[src/rtl/ex_muldiv_pkg.sv]
// rtl/ex_muldiv_pkg.sv - shared op/state encodings and helpers for the multiply/divide unit
package ex_muldiv_pkg;

    localparam int ITER = 32;

    typedef enum logic [2:0] {
        MD_NOP   = 3'd0,
        MD_MULT  = 3'd1,
        MD_MULTU = 3'd2,
        MD_DIV   = 3'd3,
        MD_DIVU  = 3'd4,
        MD_MTHI  = 3'd5,
        MD_MTLO  = 3'd6,
        MD_RSVD  = 3'd7
    } md_op_e;

    typedef enum logic {
        ST_IDLE = 1'b0,
        ST_BUSY = 1'b1
    } md_state_e;

    function automatic logic [31:0] mag32(input logic [31:0] x, input logic is_signed);
        return (is_signed && x[31]) ? (32'd0 - x) : x;
    endfunction

    function automatic logic is_muldiv(input logic [2:0] op);
        return (op >= 3'd1) && (op <= 3'd4);
    endfunction

    function automatic logic is_hilo_op(input logic [2:0] op);
        return (op >= 3'd1) && (op <= 3'd6);
    endfunction

endpackage

[src/rtl/ex_muldiv_if.sv]
// rtl/ex_muldiv_if.sv - EX-stage request/response bundle for the multiply/divide unit
interface ex_muldiv_if;

    logic        inStart;
    logic [2:0]  inOp;
    logic [31:0] inA;
    logic [31:0] inB;
    logic        inReadHiLo;
    logic        inFlush;
    logic [31:0] outHI;
    logic [31:0] outLO;
    logic        outBusy;
    logic        outDone;
    logic        outStall;

    modport master (
        output inStart, inOp, inA, inB, inReadHiLo, inFlush,
        input  outHI, outLO, outBusy, outDone, outStall
    );

    modport slave (
        input  inStart, inOp, inA, inB, inReadHiLo, inFlush,
        output outHI, outLO, outBusy, outDone, outStall
    );

endinterface

[src/rtl/ex_muldiv_core.sv]
// rtl/ex_muldiv_core.sv - md_core: iterative shift-add multiply / restoring divide datapath
module md_core
    import ex_muldiv_pkg::*;
(
    input  logic        clk,
    input  logic        rst_n,
    input  logic        i_load,
    input  logic        i_step,
    input  md_op_e      i_op,
    input  logic [31:0] i_a,
    input  logic [31:0] i_b,
    output logic [31:0] o_hi,
    output logic [31:0] o_lo
);

    logic        r_div;
    logic        r_neg_q;
    logic        r_neg_r;
    logic        r_dz;
    logic [31:0] r_m;
    logic [31:0] r_acc_hi;
    logic [31:0] r_acc_lo;

    logic        w_signed;
    logic        w_div;
    logic [31:0] w_mag_a;
    logic [31:0] w_mag_b;
    logic [32:0] w_sum;
    logic [32:0] w_shift;
    logic [32:0] w_diff;
    logic        w_ge;
    logic [31:0] w_nhi;
    logic [31:0] w_nlo;
    logic [63:0] w_prod;

    assign w_signed = (i_op == MD_MULT) || (i_op == MD_DIV);
    assign w_div    = (i_op == MD_DIV)  || (i_op == MD_DIVU);
    assign w_mag_a  = mag32(i_a, w_signed);
    assign w_mag_b  = mag32(i_b, w_signed);

    // Multiply keeps the multiplier in acc_lo; divide keeps the dividend there and shifts it into the remainder.
    assign w_sum   = {1'b0, r_acc_hi} + (r_acc_lo[0] ? {1'b0, r_m} : 33'd0);
    assign w_shift = {r_acc_hi, r_acc_lo[31]};
    assign w_diff  = w_shift - {1'b0, r_m};
    assign w_ge    = (w_shift >= {1'b0, r_m});

    always_comb begin
        w_nhi = w_sum[32:1];
        w_nlo = {w_sum[0], r_acc_lo[31:1]};
        if (r_div) begin
            w_nhi = w_ge ? w_diff[31:0] : w_shift[31:0];
            w_nlo = {r_acc_lo[30:0], w_ge};
        end
    end

    // Results reflect the step taken on this edge so the final edge can write HI/LO directly.
    assign w_prod = r_neg_q ? (64'd0 - {w_nhi, w_nlo}) : {w_nhi, w_nlo};

    always_comb begin
        o_hi = w_prod[63:32];
        o_lo = w_prod[31:0];
        if (r_div) begin
            o_hi = r_neg_r ? (32'd0 - w_nhi) : w_nhi;
            o_lo = r_dz ? 32'hFFFF_FFFF : (r_neg_q ? (32'd0 - w_nlo) : w_nlo);
        end
    end

    always_ff @(posedge clk or negedge rst_n) begin
        if (!rst_n) begin
            r_div    <= 1'b0;
            r_neg_q  <= 1'b0;
            r_neg_r  <= 1'b0;
            r_dz     <= 1'b0;
            r_m      <= 32'd0;
            r_acc_hi <= 32'd0;
            r_acc_lo <= 32'd0;
        end else if (i_load) begin
            r_div    <= w_div;
            r_neg_q  <= w_signed & (i_a[31] ^ i_b[31]);
            r_neg_r  <= w_signed & i_a[31];
            r_dz     <= w_div & (i_b == 32'd0);
            r_m      <= w_div ? w_mag_b : w_mag_a;
            r_acc_hi <= 32'd0;
            r_acc_lo <= w_div ? w_mag_a : w_mag_b;
        end else if (i_step) begin
            r_acc_hi <= w_nhi;
            r_acc_lo <= w_nlo;
        end
    end

endmodule

[src/rtl/ex_muldiv.sv]
// rtl/ex_muldiv.sv - EX-stage multiply/divide unit: FSM, iteration counter, HI/LO and stall
module ex_muldiv
    import ex_muldiv_pkg::*;
#(
    parameter int ITER = ex_muldiv_pkg::ITER
) (
    input  logic       CLOCK,
    input  logic       RESET,
    ex_muldiv_if.slave bus
);

    localparam int CNT_W = (ITER > 1) ? $clog2(ITER) : 1;

    md_state_e        r_state;
    logic [CNT_W-1:0] r_cnt;
    logic [31:0]      r_hi;
    logic [31:0]      r_lo;
    logic             r_busy;
    logic             r_done;

    logic             w_md_op;
    logic             w_hilo_op;
    logic             w_load;
    logic             w_step;
    logic             w_last;
    logic [31:0]      w_core_hi;
    logic [31:0]      w_core_lo;

    assign w_md_op   = is_muldiv(bus.inOp);
    assign w_hilo_op = is_hilo_op(bus.inOp);
    assign w_load    = (r_state == ST_IDLE) && bus.inStart && w_md_op && !bus.inFlush;
    assign w_step    = (r_state == ST_BUSY) && !bus.inFlush;
    assign w_last    = (r_cnt == CNT_W'(ITER - 1));

    md_core u_core (
        .clk    (CLOCK),
        .rst_n  (RESET),
        .i_load (w_load),
        .i_step (w_step),
        .i_op   (md_op_e'(bus.inOp)),
        .i_a    (bus.inA),
        .i_b    (bus.inB),
        .o_hi   (w_core_hi),
        .o_lo   (w_core_lo)
    );

    always_ff @(posedge CLOCK or negedge RESET) begin
        if (!RESET) begin
            r_state <= ST_IDLE;
            r_cnt   <= '0;
            r_hi    <= 32'd0;
            r_lo    <= 32'd0;
            r_busy  <= 1'b0;
            r_done  <= 1'b0;
        end else begin
            r_done <= 1'b0;
            // Flush beats everything, including a start or the final write-back edge.
            if (bus.inFlush) begin
                r_state <= ST_IDLE;
                r_busy  <= 1'b0;
            end else begin
                case (r_state)
                    ST_IDLE: begin
                        if (bus.inStart && w_md_op) begin
                            r_state <= ST_BUSY;
                            r_busy  <= 1'b1;
                            r_cnt   <= '0;
                        end else if (bus.inStart && (bus.inOp == MD_MTHI)) begin
                            r_hi <= bus.inA;
                        end else if (bus.inStart && (bus.inOp == MD_MTLO)) begin
                            r_lo <= bus.inA;
                        end
                    end
                    ST_BUSY: begin
                        r_cnt <= r_cnt + 1'b1;
                        if (w_last) begin
                            r_hi    <= w_core_hi;
                            r_lo    <= w_core_lo;
                            r_state <= ST_IDLE;
                            r_busy  <= 1'b0;
                            r_done  <= 1'b1;
                        end
                    end
                    default: begin
                        r_state <= ST_IDLE;
                        r_busy  <= 1'b0;
                    end
                endcase
            end
        end
    end

    assign bus.outHI    = r_hi;
    assign bus.outLO    = r_lo;
    assign bus.outBusy  = r_busy;
    assign bus.outDone  = r_done;
    assign bus.outStall = r_busy & (bus.inReadHiLo | (bus.inStart & w_hilo_op));

endmodule

[src/flat_wrapper.sv]
// flat-port wrapper written by rule: the top's interface ports become plain ports
module ex_muldiv_flat import ex_muldiv_pkg::*;
#(
    parameter int ITER = ex_muldiv_pkg::ITER
)
  (CLOCK, RESET, bus_inStart, bus_inOp, bus_inA, bus_inB, bus_inReadHiLo, bus_inFlush, bus_outHI, bus_outLO, bus_outBusy, bus_outDone, bus_outStall);
  ex_muldiv_if bus_i ();
  input  logic CLOCK;
  input  logic RESET;
  input wire logic [$bits(bus_i.inStart)-1:0] bus_inStart;
  input wire logic [$bits(bus_i.inOp)-1:0] bus_inOp;
  input wire logic [$bits(bus_i.inA)-1:0] bus_inA;
  input wire logic [$bits(bus_i.inB)-1:0] bus_inB;
  input wire logic [$bits(bus_i.inReadHiLo)-1:0] bus_inReadHiLo;
  input wire logic [$bits(bus_i.inFlush)-1:0] bus_inFlush;
  output wire logic [$bits(bus_i.outHI)-1:0] bus_outHI;
  output wire logic [$bits(bus_i.outLO)-1:0] bus_outLO;
  output wire logic [$bits(bus_i.outBusy)-1:0] bus_outBusy;
  output wire logic [$bits(bus_i.outDone)-1:0] bus_outDone;
  output wire logic [$bits(bus_i.outStall)-1:0] bus_outStall;
  assign bus_i.inStart = bus_inStart;
  assign bus_i.inOp = bus_inOp;
  assign bus_i.inA = bus_inA;
  assign bus_i.inB = bus_inB;
  assign bus_i.inReadHiLo = bus_inReadHiLo;
  assign bus_i.inFlush = bus_inFlush;
  assign bus_outHI = bus_i.outHI;
  assign bus_outLO = bus_i.outLO;
  assign bus_outBusy = bus_i.outBusy;
  assign bus_outDone = bus_i.outDone;
  assign bus_outStall = bus_i.outStall;
  ex_muldiv #(.ITER(ITER)) u_core (.CLOCK(CLOCK), .RESET(RESET), .bus(bus_i));
endmodule
[config.mk]
export PLATFORM = sky130hd
export DESIGN_NAME = ex_muldiv_flat
export DESIGN_NICKNAME = d
export VERILOG_FILES = /design/src/rtl/ex_muldiv_pkg.sv /design/src/rtl/ex_muldiv_if.sv /design/src/rtl/ex_muldiv_core.sv /design/src/rtl/ex_muldiv.sv /design/src/flat_wrapper.sv
export SDC_FILE = /design/constraint.sdc
export NUM_CORES = 1
export LEC_CHECK = 0
export BUFFER_PORTS_ARGS = -buffer_cell sky130_fd_sc_hd__buf_2
export CAP_MARGIN = 20
export CORE_UTILIZATION = 55
export DETAILED_ROUTE_END_ITERATION = 10
export PLACE_DENSITY = 0.83
export SLEW_MARGIN = 20
export SYNTH_ARGS = -nofsm -noshare
export SYNTH_HDL_FRONTEND = slang
export SYNTH_SLANG_ARGS = --single-unit
[constraint.sdc]
create_clock -name CLOCK -period 6.7 [get_ports CLOCK]
set_input_delay 1.34 -clock CLOCK [delete_from_list [all_inputs] [get_ports CLOCK]]
set_output_delay 1.34 -clock CLOCK [all_outputs]
set_load 0.02 [all_outputs]
==> results of run 1 <==
cell families (layout without fill, tap and decap cells):
| group | Yosys count | count (layout) | share of synthesized area, % |
|---|---|---|---|
| fa+ha+maj | 72 | 72 | 5.72 |
| flops | 172 | 172 | 26.9 |
| compound gates | 693 | 693 | 27.7 |
| xor+xnor | 157 | 157 | 8.59 |
| other cells | 0 | 2 | 0 |
| buf+inv | 202 | 281 | 5.02 |
| simple gates | 727 | 727 | 21.9 |
| mux | 61 | 61 | 4.10 |
per-stage QoR:
stage                     power [W]  hold WS, ns
after floorplan             0.00424        0.462
after global placement      0.00547        0.460
after detailed placement    0.00550        0.455
after CTS                   0.00658        0.477
after global routing        0.00705        0.498
final                       0.00673        0.479
cell usage after synthesis (19+ instances only):
master and n:
and3_1 28, o211ai_1 31, nor2_1 149, nand4_1 30, o21a_1 22, nor4_1 21, clkbuf_1 94, o22ai_1 36
mux2_2 29, o31ai_1 23, o21ai_0 220, a21o_1 20, nand2_1 244, or3_1 26, nand3_1 41, and2_1 43
ha_1 70, xor2_1 73, inv_1 77, mux2i_1 28, dfrtp_1 172, xnor2_1 84, nor3_1 65, nand2b_1 19
a21oi_1 158
layout make-up:
type,count,share of cell area (%)
timing repair buffer,172,5.42
inverter,77,1.64
antenna,2,0.0285
clock buffer,23,2.66
clock inverter,9,0.776
multi-input combinational,1710,62.2
sequential,172,24.5
tap,384,2.73
worst reg2reg max path, cell delays in order, from the launching register on:
cell      delay (ns)
dfrtp_1         0.47
ha_1            0.40
o211ai_1        0.26
a21oi_1         0.12
o21ai_1         0.47
a31oi_2         0.29
buf_4           0.26
nor3_1          0.19
o21bai_1        0.24
ha_1            0.23
nand2_1         0.09
nor2_1          0.17
nand3_1         0.14
or3_1           0.43
or3_1           0.43
or3_1           0.43
o41ai_1         0.61
a21boi_0        0.35
nor3_1          0.09
nor3_1          0.18
sequential cells by signal, summed over array words and instances, names as in the netlist:
name and count:
u_core.bus.outDone 1, u_core.bus.outBusy 1, u_core.u_core.r_neg_q 1, u_core.bus.outHI 32, u_core.r_state 1, u_core.u_core.r_neg_r 1
u_core.u_core.r_acc_lo 32, u_core.u_core.r_div 1, u_core.u_core.r_dz 1, u_core.r_cnt 5, u_core.bus.outLO 32, u_core.u_core.r_acc_hi 32
u_core.u_core.r_m 32
power breakdown:
part / leakage (nW) / switching [W] / total [W] / internal (W)
sequential: 2.18 / 0.000321 / 0.00165 / 0.00133
clock: 0.288 / 0.000466 / 0.00108 / 0.000609
combinational: 5.25 / 0.00262 / 0.00401 / 0.00139
final timing paths:
kind,endpoint,start
min in group asynchronous,u_core.u_core.r_acc_hi[17]$_DFFE_PN0P_,RESET
max reg2reg,u_core.bus.outHI[30]$_DFFE_PN0P_,u_core.u_core.r_acc_hi[1]$_DFFE_PN0P_
max in group asynchronous,u_core.bus.outLO[5]$_DFFE_PN0P_,RESET
max,u_core.bus.outHI[30]$_DFFE_PN0P_,u_core.u_core.r_acc_hi[1]$_DFFE_PN0P_
min reg2reg,u_core.bus.outLO[0]$_DFFE_PN0P_,u_core.bus.outLO[0]$_DFFE_PN0P_
min,u_core.bus.outLO[0]$_DFFE_PN0P_,u_core.bus.outLO[0]$_DFFE_PN0P_
metal layers:
| metal | vias to the layer above | track usage, % |
|---|---|---|
| met3 | 258 | 9.06 |
| met1 | 8175 | 54.1 |
| met4 | 6 | 27.1 |
| met5 | - | 0 |
| met2 | 1207 | 62.5 |
| li1 | 7753 | - |
==> results.toml, run 1 <==
[outcome]
status = "finished clean"

[route]
vias_per_cell = 6.83
dr.pass1.iters = 9
via_count = 17400
ant_nets = 0
wl_met2_mm = 27.4
wirelength_mm = 62.8
wl_per_cell_um = 24.7
highest_layer = "met5"
wl_met1_mm = 24.1
drt_iter0_markers = 2439
route.detailed.drc = 0
met3_length_mm = 6.95

[power]
vdd_drop_max_mv = 0.235
p_per_area_nw_per_um2 = 383
leakagePower_nw = 7.72

[setup_path]
regToRegSetupSlack_ns = 0.74
endpoint_kind = "register"
arrival_ns = 6.34
critPathMaxStageDelay_ns = 0.61
crit_chain = "ha_1 > o211ai_1 > a21oi_1 > o21ai_1 > a31oi_2 > buf_4 > nor3_1 > o21bai_1 > ha_1 > nand2_1 > nor2_1 > nand3_1 > or3_1 > or3_1 > or3_1 > o41ai_1 > a21boi_0 > nor3_1 > nor3_1"
reg2reg_depth = 19
worstPathMaxFanout = 8
cp_num_cells = 19
required_ns = 7.08
startpoint_type = "register"
slowest_stage = "o41ai_1"
crit_family = "compound AO/OA/AOI/OAI gates"
crit_type = "register to register"
path_buf_inv = 1

[placement]
dpl.hpwl_mm = 48.0
dpl.cell_count = 2515
port_buffers = 138
pre_cts_ws_ns = 0.909
placed_area_sq_um = 17000
gp_congestion = 1.06

[final_layout]
final_cells = 2549
seq_area_sq_um = 4310
final_util_pct = 61.4
final_area_sq_um = 17600
multi_input_area_sq_um = 10900
fillCellCount = 2588
final_nets = 2294
layout_common_cells = "244 x nand2_1, 219 x o21ai_0, 170 x dfrtp_1, 157 x a21oi_1, 148 x nor2_1"
drive_above_1_share_pct = 12.9
mostFrequentLayoutCell = "nand2_1"
syn_to_final_growth_pct = 9.84

[synth]
synth_cell_types = 92
syn_inst = 2084
synth_ff_type = "dfrtp_1"
synth_top_area_share_pct = 26.9
avgSynthCellArea_sq_um = 7.68
synth_edf_count = 0
syn_area_sq_um = 16000
ys_warn_count = 0
yosysSeqAreaShare_pct = 26.9
synth.area.top_cells = "dfrtp_1 27%, o21ai_0 6.9%, nand2_1 5.7%"
synth_top_area_cell = "dfrtp_1"
synth_fp_nets = 2228
async_flop_share_pct = 100
synth_seq_cells = 172

[die]
coreArea_sq_um = 28600
die_w_um = 173
die_h_um = 173
die_area_sq_um = 29800
rows = 62
io_pins = 139
start_util_pct = 55.9

[cts]
cts_buffer_depth = 2
cts_made_buffers = 17
clock_latency_ns = 0.47
cts.sinks = 172
cts_tree = "done"
path_clk_slew_ns = 0.07
h-tree-depth = 4
post_cts_resize_count = 0
cts_root_buffer = "clkbuf_16"
post_cts_buffers = 0
hold_buffers = 0

[timing]
fin_crit_ns = 5.96
fin_crit_sh_pct = 89.0
drv_slew = 0
tightest_slew_ns = 1.05
slew_headroom_pct = 30.1
grt_setup_unrepaired = "no"
clock.fmax_ghz = 0.168
hold_viol = 0
skew_ns = 0.0171
setup_ws_ns = 0.740
finalSetupTns_ns = 0
setup_viol = 0

[grt]
track_usage_pct = 41.6
grt_pass1_vias = 16400
antenna_found_initial = 5
grt_max_degree = 69
grt_pass1_wl_mm = 95.6
grt_overflow_total = 0

[flow_run]
maxCapViolations = 0

[worst_hold_path]
min_path_cells = 2
hold_path.class = "register to register"
Note: power is estimated with default switching activity, not from simulation.
==> inputs of run 2 (changes only) <==
MAX_ROUTING_LAYER = met4   (was default)
==> run 2 against run 1 <==
Net effect: non-clock buffer count shrank 3; sequential share of layout area is essentially flat; critical endpoint unchanged; power grew 0.95%; largest power group unchanged; sequential cell count is the same; critical path depth grew 1.
==> results.toml, run 2 (synthesis gave the netlist of run 1 again) <==
[outcome]
status = "finished clean"

[timing]
clock.fmax_ghz = 0.166
hold_viol = 0
finalSetupTns_ns = 0
slew_headroom_pct = 22.5
tightest_slew_ns = 1.16
fin_crit_sh_pct = 90.1
drv_slew = 0
setup_viol = 0
fin_crit_ns = 6.04
grt_setup_unrepaired = "no"
skew_ns = 0.0138

[setup_path]
required_ns = 7.07
reg2reg_depth = 20
regToRegSetupSlack_ns = 0.66
arrival_ns = 6.41
crit_type = "register to register"
startpoint_type = "register"
r2r_start = "u_core.u_core.r_acc_hi[10]$_DFFE_PN0P_"
endpoint_kind = "register"
r2r_end = "u_core.bus.outHI[30]$_DFFE_PN0P_"
worstPathMaxFanout = 10

[route]
vias_per_cell = 6.83
wirelength_mm = 65.0
route.detailed.drc = 0
drt_iter0_markers = 2228
wl_per_cell_um = 25.5
dr.pass1.iters = 7
ant_nets = 0
via_count = 17400

[cts]
hold_buffers = 0
cts_tree = "done"
post_cts_buffers = 0
path_clk_slew_ns = 0.07
cts_made_buffers = 17
cts_root_buffer = "clkbuf_16"
clock_latency_ns = 0.46
cts_buffer_depth = 2
h-tree-depth = 4
cts.sinks = 172
post_cts_resize_count = 0

[power]
fin_total_pwr_w = 0.00679
p_per_area_nw_per_um2 = 386
leakagePower_nw = 7.72
vdd_drop_max_mv = 0.220

[die]
coreArea_sq_um = 28600
rows = 62
die_area_sq_um = 29800
die_h_um = 173
io_pins = 139
start_util_pct = 55.9
die_w_um = 173

[worst_hold_path]
hold_path.class = "register to register"
min_to = "u_core.bus.outLO[15]$_DFFE_PN0P_"
min_path_cells = 2
min_from = "u_core.bus.outLO[15]$_DFFE_PN0P_"

[placement]
gp_congestion = 1.08
dpl.hpwl_mm = 49.9
dpl.cell_count = 2512
port_buffers = 138

[final_layout]
final_nets = 2291
fillCellCount = 2590
multi_input_area_sq_um = 11000
drive_above_1_share_pct = 13.0
seq_area_sq_um = 4310
final_cells = 2545
syn_to_final_growth_pct = 9.96
layout_common_cells = "244 x nand2_1, 218 x o21ai_0, 170 x dfrtp_1, 157 x a21oi_1, 148 x nor2_1"
final_util_pct = 61.5
mostFrequentLayoutCell = "nand2_1"

[grt]
antenna_found_initial = 1
grt_pass1_vias = 16200
grt_pass1_wl_mm = 98.2
track_usage_pct = 44.8
grt_overflow_total = 0
grt_max_degree = 73

[flow_run]
maxCapViolations = 0
[run 2: critical path: stages, from the launching register on]
cell and delay [ns]:
dfrtp_1 0.43, ha_1 0.46, a21oi_4 0.24, nand2_2 0.09
a221oi_4 0.45, a31oi_2 0.36, buf_4 0.27, nor3_1 0.20
buf_4 0.22, o21bai_1 0.17, ha_1 0.22, nand2_1 0.09
nor2_1 0.18, nand3_1 0.14, or3_1 0.43, or3_1 0.42
or3_1 0.43, o41ai_1 0.55, a21boi_0 0.33, nor3_1 0.09
nor3_1 0.19
[run 2: stage by stage]
step           instance area, sq um  hold WS [ns]  worst slack [ns]
3_3_place_gp                  17000         0.457             0.971
4_1_cts                       17600         0.481             0.714
6_report                      17600         0.480             0.661
3_5_place_dp                  17000         0.465             0.817
5_1_grt                       17600         0.491             0.241
2_1_floorplan                 16000         0.462              1.79
[run 2: final cells by class]
cell class / count / area share (%)
Multi-Input combinational cell: 1710 / 62.3
Inverter: 77 / 1.64
Tap cell: 384 / 2.73
Antenna cell: 1 / 0.0142
Timing Repair Buffer: 169 / 5.28
Clock buffer: 19 / 2.52
Sequential cell: 172 / 24.5
Clock inverter: 13 / 1.07
[run 2: metal layers]
metal  track usage [%]  share of wire (%)  vias to the layer above
met5                 -                  0                        -
met4              26.6                6.5                        0
met3              9.83                 10                      226
met2              63.4                 43                     1071
met1              58.6                 40                     8333
li1                  -                  -                     7746
[run 2: power breakdown]
part | switching [W] | internal (W) | total (W) | leakage [nW]
combinational | 0.00263 | 0.00139 | 0.00402 | 5.24
sequential | 0.000326 | 0.00133 | 0.00165 | 2.18
clock | 0.000483 | 0.000637 | 0.00112 | 0.300
total | 0.00344 | 0.00335 | 0.00679 | 7.72
[run 2: worst max path at each step]
stage,startpoint,cells past startpoint,slack (ns),end
floorplan,u_core.u_core.r_div$_DFFE_PN0P_,20,1.79,u_core.bus.outHI[30]$_DFFE_PN0P_
global placement,u_core.u_core.r_acc_hi[10]$_DFFE_PN0P_,18,0.97,u_core.bus.outHI[28]$_DFFE_PN0P_
detailed placement,u_core.u_core.r_acc_hi[10]$_DFFE_PN0P_,20,0.82,u_core.bus.outHI[30]$_DFFE_PN0P_
CTS,u_core.u_core.r_acc_hi[10]$_DFFE_PN0P_,20,0.71,u_core.bus.outHI[22]$_DFFE_PN0P_
global route,u_core.u_core.r_m[8]$_DFFE_PN0P_,21,0.24,u_core.bus.outHI[22]$_DFFE_PN0P_
finish,u_core.u_core.r_acc_hi[10]$_DFFE_PN0P_,20,0.66,u_core.bus.outHI[30]$_DFFE_PN0P_
